==> src/rtl/fft_out_serializer.sv <==
// fft_out_serializer: FFT even/odd pair to one-sample stream with sample FIFO.
// Define FFT_SER_INDEX_EN to add the m_index output and the index_err pulse.
module fft_out_serializer #(
  parameter int N          = 32,
  parameter int WORD_SIZE  = 16,
  parameter int FIFO_DEPTH = 8,
  parameter int EN_THRESH  = 6
) (
  input  logic                   clk,
  input  logic                   reset,
  input  logic                   start,
  input  logic [2*WORD_SIZE-1:0] in_samp1,
  input  logic [2*WORD_SIZE-1:0] in_samp2,
  input  logic                   in_valid,
  output logic                   src_en,
  output logic [2*WORD_SIZE-1:0] m_data,
  output logic                   m_valid,
  input  logic                   m_ready,
  output logic                   m_last,
  output logic                   busy,
  output logic                   frame_done,
`ifdef FFT_SER_INDEX_EN
  output logic [$clog2(N)-1:0]   m_index,
  output logic                   index_err,
`endif
  output logic                   overflow
);

  localparam int SW   = 2 * WORD_SIZE;
  localparam int PW   = $clog2(FIFO_DEPTH);
  localparam int CW   = PW + 1;
  localparam int OW   = $clog2(N);
  localparam int PRW  = $clog2(N / 2) + 1;
  localparam int HALF = N / 2;

  typedef enum logic [1:0] {
    S_IDLE,
    S_RUN,
    S_DRAIN
  } state_e;

  state_e          state_q, state_d;
  logic [PW-1:0]   wr_ptr_q, wr_ptr_d;
  logic [PW-1:0]   rd_ptr_q, rd_ptr_d;
  logic [CW-1:0]   count_q, count_d;
  logic [PRW-1:0]  pairs_q, pairs_d;
  logic [OW-1:0]   out_cnt_q, out_cnt_d;
  logic            src_en_q, src_en_d;
  logic            ovf_q, ovf_d;
  logic            done_q, done_d;
  logic            busy_q, busy_d;
  logic [SW-1:0]   mem_q [FIFO_DEPTH];

  logic [PW-1:0]   wr_ptr_p1;
  logic [CW-1:0]   free_now;
  logic [CW-1:0]   free_nxt;
  logic            wr_ok;
  logic            drop;
  logic            accept;

  assign wr_ptr_p1 = wr_ptr_q + PW'(1);
  assign free_now  = CW'(FIFO_DEPTH) - count_q;
  assign wr_ok     = in_valid && (state_q == S_RUN)
                     && (free_now >= CW'(2));
  assign drop      = in_valid && !wr_ok;

  assign m_valid    = (count_q != '0);
  assign m_data     = m_valid ? mem_q[rd_ptr_q] : '0;
  assign m_last     = m_valid && (out_cnt_q == OW'(N - 1));
  assign accept     = m_valid && m_ready;
  assign src_en     = src_en_q;
  assign busy       = busy_q;
  assign frame_done = done_q;
  assign overflow   = ovf_q;

  // Next-state for FSM, pointers, counters and registered flags.
  always_comb begin
    state_d   = state_q;
    wr_ptr_d  = wr_ptr_q;
    rd_ptr_d  = rd_ptr_q;
    pairs_d   = pairs_q;
    out_cnt_d = out_cnt_q;
    ovf_d     = ovf_q;
    done_d    = 1'b0;
    count_d   = count_q
                + (wr_ok  ? CW'(2) : CW'(0))
                - (accept ? CW'(1) : CW'(0));
    if (drop) ovf_d = 1'b1;
    if (wr_ok) begin
      wr_ptr_d = wr_ptr_q + PW'(2);
      pairs_d  = pairs_q + PRW'(1);
    end
    if (accept) begin
      rd_ptr_d  = rd_ptr_q + PW'(1);
      out_cnt_d = out_cnt_q + OW'(1);
    end
    unique case (state_q)
      S_IDLE: begin
        if (start) begin
          state_d   = S_RUN;
          pairs_d   = '0;
          out_cnt_d = '0;
        end
      end
      S_RUN: begin
        if (pairs_d == PRW'(HALF)) state_d = S_DRAIN;
      end
      S_DRAIN: begin
        if (accept && m_last) begin
          state_d = S_IDLE;
          done_d  = 1'b1;
        end
      end
      default: state_d = S_IDLE;
    endcase
    busy_d   = (state_d != S_IDLE);
    free_nxt = CW'(FIFO_DEPTH) - count_d;
    src_en_d = (state_d == S_RUN)
               && (free_nxt >= CW'(EN_THRESH))
               && (pairs_d < PRW'(HALF));
  end

  // Control state with synchronous reset.
  always_ff @(posedge clk) begin
    if (reset) begin
      state_q   <= S_IDLE;
      wr_ptr_q  <= '0;
      rd_ptr_q  <= '0;
      count_q   <= '0;
      pairs_q   <= '0;
      out_cnt_q <= '0;
      src_en_q  <= 1'b0;
      ovf_q     <= 1'b0;
      done_q    <= 1'b0;
      busy_q    <= 1'b0;
    end else begin
      state_q   <= state_d;
      wr_ptr_q  <= wr_ptr_d;
      rd_ptr_q  <= rd_ptr_d;
      count_q   <= count_d;
      pairs_q   <= pairs_d;
      out_cnt_q <= out_cnt_d;
      src_en_q  <= src_en_d;
      ovf_q     <= ovf_d;
      done_q    <= done_d;
      busy_q    <= busy_d;
    end
  end

  // Sample storage; both halves of a pair land in one cycle.
  always_ff @(posedge clk) begin
    if (wr_ok) begin
      mem_q[wr_ptr_q]  <= in_samp1;
      mem_q[wr_ptr_p1] <= in_samp2;
    end
  end

`ifdef FFT_SER_INDEX_EN
  logic idx_err_q;

  assign m_index   = out_cnt_q;
  assign index_err = idx_err_q;

  // Flag a pair beyond the frame length.
  always_ff @(posedge clk) begin
    if (reset) begin
      idx_err_q <= 1'b0;
    end else begin
      idx_err_q <= in_valid && (state_q != S_IDLE)
                   && (pairs_q == PRW'(HALF));
    end
  end
`endif

endmodule

==> config.mk <==
export PLATFORM = sky130hd
export DESIGN_NAME = fft_out_serializer
export DESIGN_NICKNAME = d
export VERILOG_FILES = /design/src/rtl/fft_out_serializer.sv
export SDC_FILE = /design/constraint.sdc
export NUM_CORES = 1
export LEC_CHECK = 0
export ABC_AREA = 1
export BUFFER_PORTS_ARGS = -buffer_cell sky130_fd_sc_hd__buf_2
export CORE_UTILIZATION = 53
export DETAILED_ROUTE_END_ITERATION = 16
export GPL_TIMING_DRIVEN = 1
export MAX_ROUTING_LAYER = met4
export PLACE_DENSITY = 0.81
export RECOVER_POWER = 100
export SLEW_MARGIN = 5
export SYNTH_ARGS = -nofsm -noshare
export SYNTH_HDL_FRONTEND = slang
export SYNTH_SLANG_ARGS = --single-unit
==> constraint.sdc <==
create_clock -name clk -period 4.93 [get_ports clk]
set_input_delay 0.986 -clock clk [delete_from_list [all_inputs] [get_ports clk]]
set_output_delay 0.986 -clock clk [all_outputs]
set_load 0.02 [all_outputs]
==> run_results.csv <==
group,metric,value,unit
outcome,status,"finished with violations",
outcome,violations,"max-capacitance violations, max-slew violations",
worst_hold_path,hold_start,"state_q[0]",
routing,drt_pass1_iterations,5,
sta,slew_headroom,-60.2,%
grt,grt_usage,20.7,%
cells_and_area,multi_input_area,2700,um2
floorplan,fp-row-count,53,
worst_hold_path,holdCritPathClass,"reg2reg",
cells_and_area,layout_common_cells,"256 x edfxtp_1, 215 x nor2_1, 156 x o21ai_0",
clock_tree,cts_setup_buffers,0,
sta,timing.final.crit_share,87.1,%
placement,gp_congestion,0.792,
floorplan,die_x,148,um
critical_path,startpoint_type,"register",
placement,io_buffers,106,
critical_path,worstPathArrival,3.31,ns
critical_path,critPathKind,"reg2out",
run,maxCapViolations,5,
cells_and_area,area_growth,12.9,%
clock_tree,cts_sinks,284,
grt,antenna_found_initial,1,
clock_tree,post_cts_resized,0,
cells_and_area,fillCellCount,1615,
sta,finalHoldViolCount,0,
routing,via_per_inst,5.54,
routing,drt_iter0_markers,585,
clock_tree,cts_max_level,1,
critical_path,r2r_start,"count_q[1]",
logic_synthesis,syn_inst,905,
cells_and_area,fin_nets,1089,
grt,grt_pass1_vias,6810,
floorplan,fp.dieH,148,um
logic_synthesis,synth_cell_types,34,
logic_synthesis,syn_area,11300,um2
grt,gr-total-overflow,0,
pwr,power.density,547,nW/um2
placement,hpwl,12500,um
sta,finClkSkew,0.0130,ns
clock_tree,clock_path_buffers,3,
critical_path,r2r-end,"mem_q[6][4]",
sta,worstMarginPinSlew,2.40,ns
floorplan,num_io_pins,107,
cells_and_area,regArea,8250,um2
clock_tree,clock_latency,0.53,ns
floorplan,floorplan.initialDensity,54.0,%
sta,slew_viol_final,261,
routing,wire_per_inst,17.1,um
pwr,p_leak,0.00428,uW
logic_synthesis,yosysSeqAreaShare,72.9,%
logic_synthesis,synth_top_area_cell,"edfxtp_1",
sta,whs,0.449,ns
worst_hold_path,whs_path_depth,1,
clock_tree,cts_hold_buf,0,
clock_tree,path_clk_slew,0.06,ns
critical_path,rr_worst_depth,9,
logic_synthesis,yosys_warnings,0,
clock_tree,cts_buffers,29,
critical_path,crit_path_end_kind,"output port",
logic_synthesis,avgSynthCellArea,12.5,um2
worst_hold_path,min_to,"frame_done",
routing,route.detailed.drc,0,
grt,grt_max_degree,74,
routing,detail-route-antenna-nets,0,
routing,drt_wl_total,22300,um
logic_synthesis,synth_top_area_share,68.0,%
cells_and_area,drive_gt1_share,7.61,%
cells_and_area,layout_commonest_cell,"edfxtp_1",
logic_synthesis,syn_nets,991,
clock_tree,cts_tree,"built",
sta,max_clock_freq,0.233,GHz
clock_tree,clockRootBuffer,"clkbuf_16",
grt,grt_pass1_wl,34200,um
sta,finalSetupViolCount,0,
sta,rsz0062_at_grt,"no",
logic_synthesis,synth_seq_cells,284,
pwr,ir_drop,0.310,mV
floorplan,die_area,21900,um2
sta,tns,0,ns
critical_path,required,3.94,ns
logic_synthesis,yosys-top-cells-area,"edfxtp_1 68%, nor2_1 7.2%, o21ai_0 6.8%, dfxtp_1 5.0%, a31oi_1 1.8%",
critical_path,reg2reg_slack,1.06,ns
routing,dr_total_vias,7211,
floorplan,core,21000,um2
sta,final.min_clock_period,4.29,ns
critical_path,path_max_fanout,56,
[synthesized netlist by cell type, drive strengths merged]
master	n
nand2	31
nand3	12
buf	21
inv	31
nand4	1
nor4	1
edfxtp	256
nor3	2
and3	1
xor2	6
fa	1
a21oi	6
nor2	223
a31oi	32
ha	16
clkinv	1
and2	1
o21ai	167
xnor2	3
dfxtp	28
clkbuf	31
nand3b	2
o22ai	32
[how the worst max path moves through the flow]
stage	from	endpoint	slack [ns]	cells past startpoint
6_report	register	m_data[27]	0.64	7
5_1_grt	register	m_data[27]	0.42	7
4_1_cts	register	m_data[27]	0.90	7
3_5_place_dp	register	m_data[27]	1.52	7
3_3_place_gp	register	m_data[0]	1.55	7
2_1_floorplan	in_valid	mem_q[0][0]	0.29	5
[logic make-up (layout without fill, tap and decap cells)]
| family | Yosys count | count (layout) | synth area share (%) |
|---|---|---|---|
| xor gates and xnor gates | 9 | 9 | 0.697 |
| and+or+nand+nor | 274 | 274 | 10.0 |
| DFF | 284 | 284 | 72.9 |
| adders and majority gates | 17 | 17 | 1.95 |
| buffers and inverters | 84 | 204 | 3.11 |
| other | 0 | 1 | 0 |
| AOI/OAI and AO/OA | 237 | 237 | 11.3 |
[sequential cells by signal, summed over array words and instances (netlist names), named ones only]
| name | count |
|---|---|
| busy | 1 |
| count_q | 4 |
| frame_done | 1 |
| mem_q | 256 |
| out_cnt_q | 5 |
| overflow | 1 |
| pairs_q | 5 |
| rd_ptr_q | 3 |
| src_en | 1 |
| state_q | 2 |
| wr_ptr_q | 2 |
[per-layer routing]
| layer | GRT usage (%) | vias to the layer above | share of wire (%) |
|---|---|---|---|
| li1 | - | 3457 | - |
| met1 | 25.9 | 3445 | 41 |
| met2 | 34.2 | 263 | 50 |
| met3 | 3.19 | 46 | 7.4 |
| met4 | 8.09 | 0 | 2.5 |
| met5 | - | - | 0 |
[critical path, cell delays in order (launching register included)]
cell and delay (ns):
dfxtp_4 0.34, clkinvlp_2 0.91, buf_4 0.65, o21ai_0 0.23
o22ai_1 0.09, o21ai_1 0.18, a31oi_1 0.10, clkbuf_1 0.24
[report_power, final]
group,total (uW),switching [uW],internal (uW)
Clock,1980,835,1140
Combinational,2180,1520,657
Sequential,2840,48.2,2790
[layout make-up]
cell class | instances | area share (%)
diodes | 1 | 0.0196
clock buffers | 43 | 6.09
clock inverters | 10 | 0.637
inverters | 32 | 0.950
multi-input cells | 537 | 21.1
flip-flops and latches | 284 | 64.6
well taps | 275 | 2.69
repair buffers | 119 | 3.85
[per-stage QoR]
step | total power [uW] | instance area, um2 | std cells | setup slack (ns) | util, %
floorplan | 4500 | 11300 | 905 | 0.285 | -
global placement | 5060 | 12100 | 1247 | 1.55 | 57.7
detailed placement | 5130 | 12100 | 1247 | 1.52 | 57.7
CTS | 7110 | 12900 | 1300 | 0.901 | 61.8
global route | 7350 | 12800 | 1301 | 0.420 | 60.9
finish | 6990 | 12800 | 1301 | 0.637 | 60.9
(Power assumes the default switching activity.)
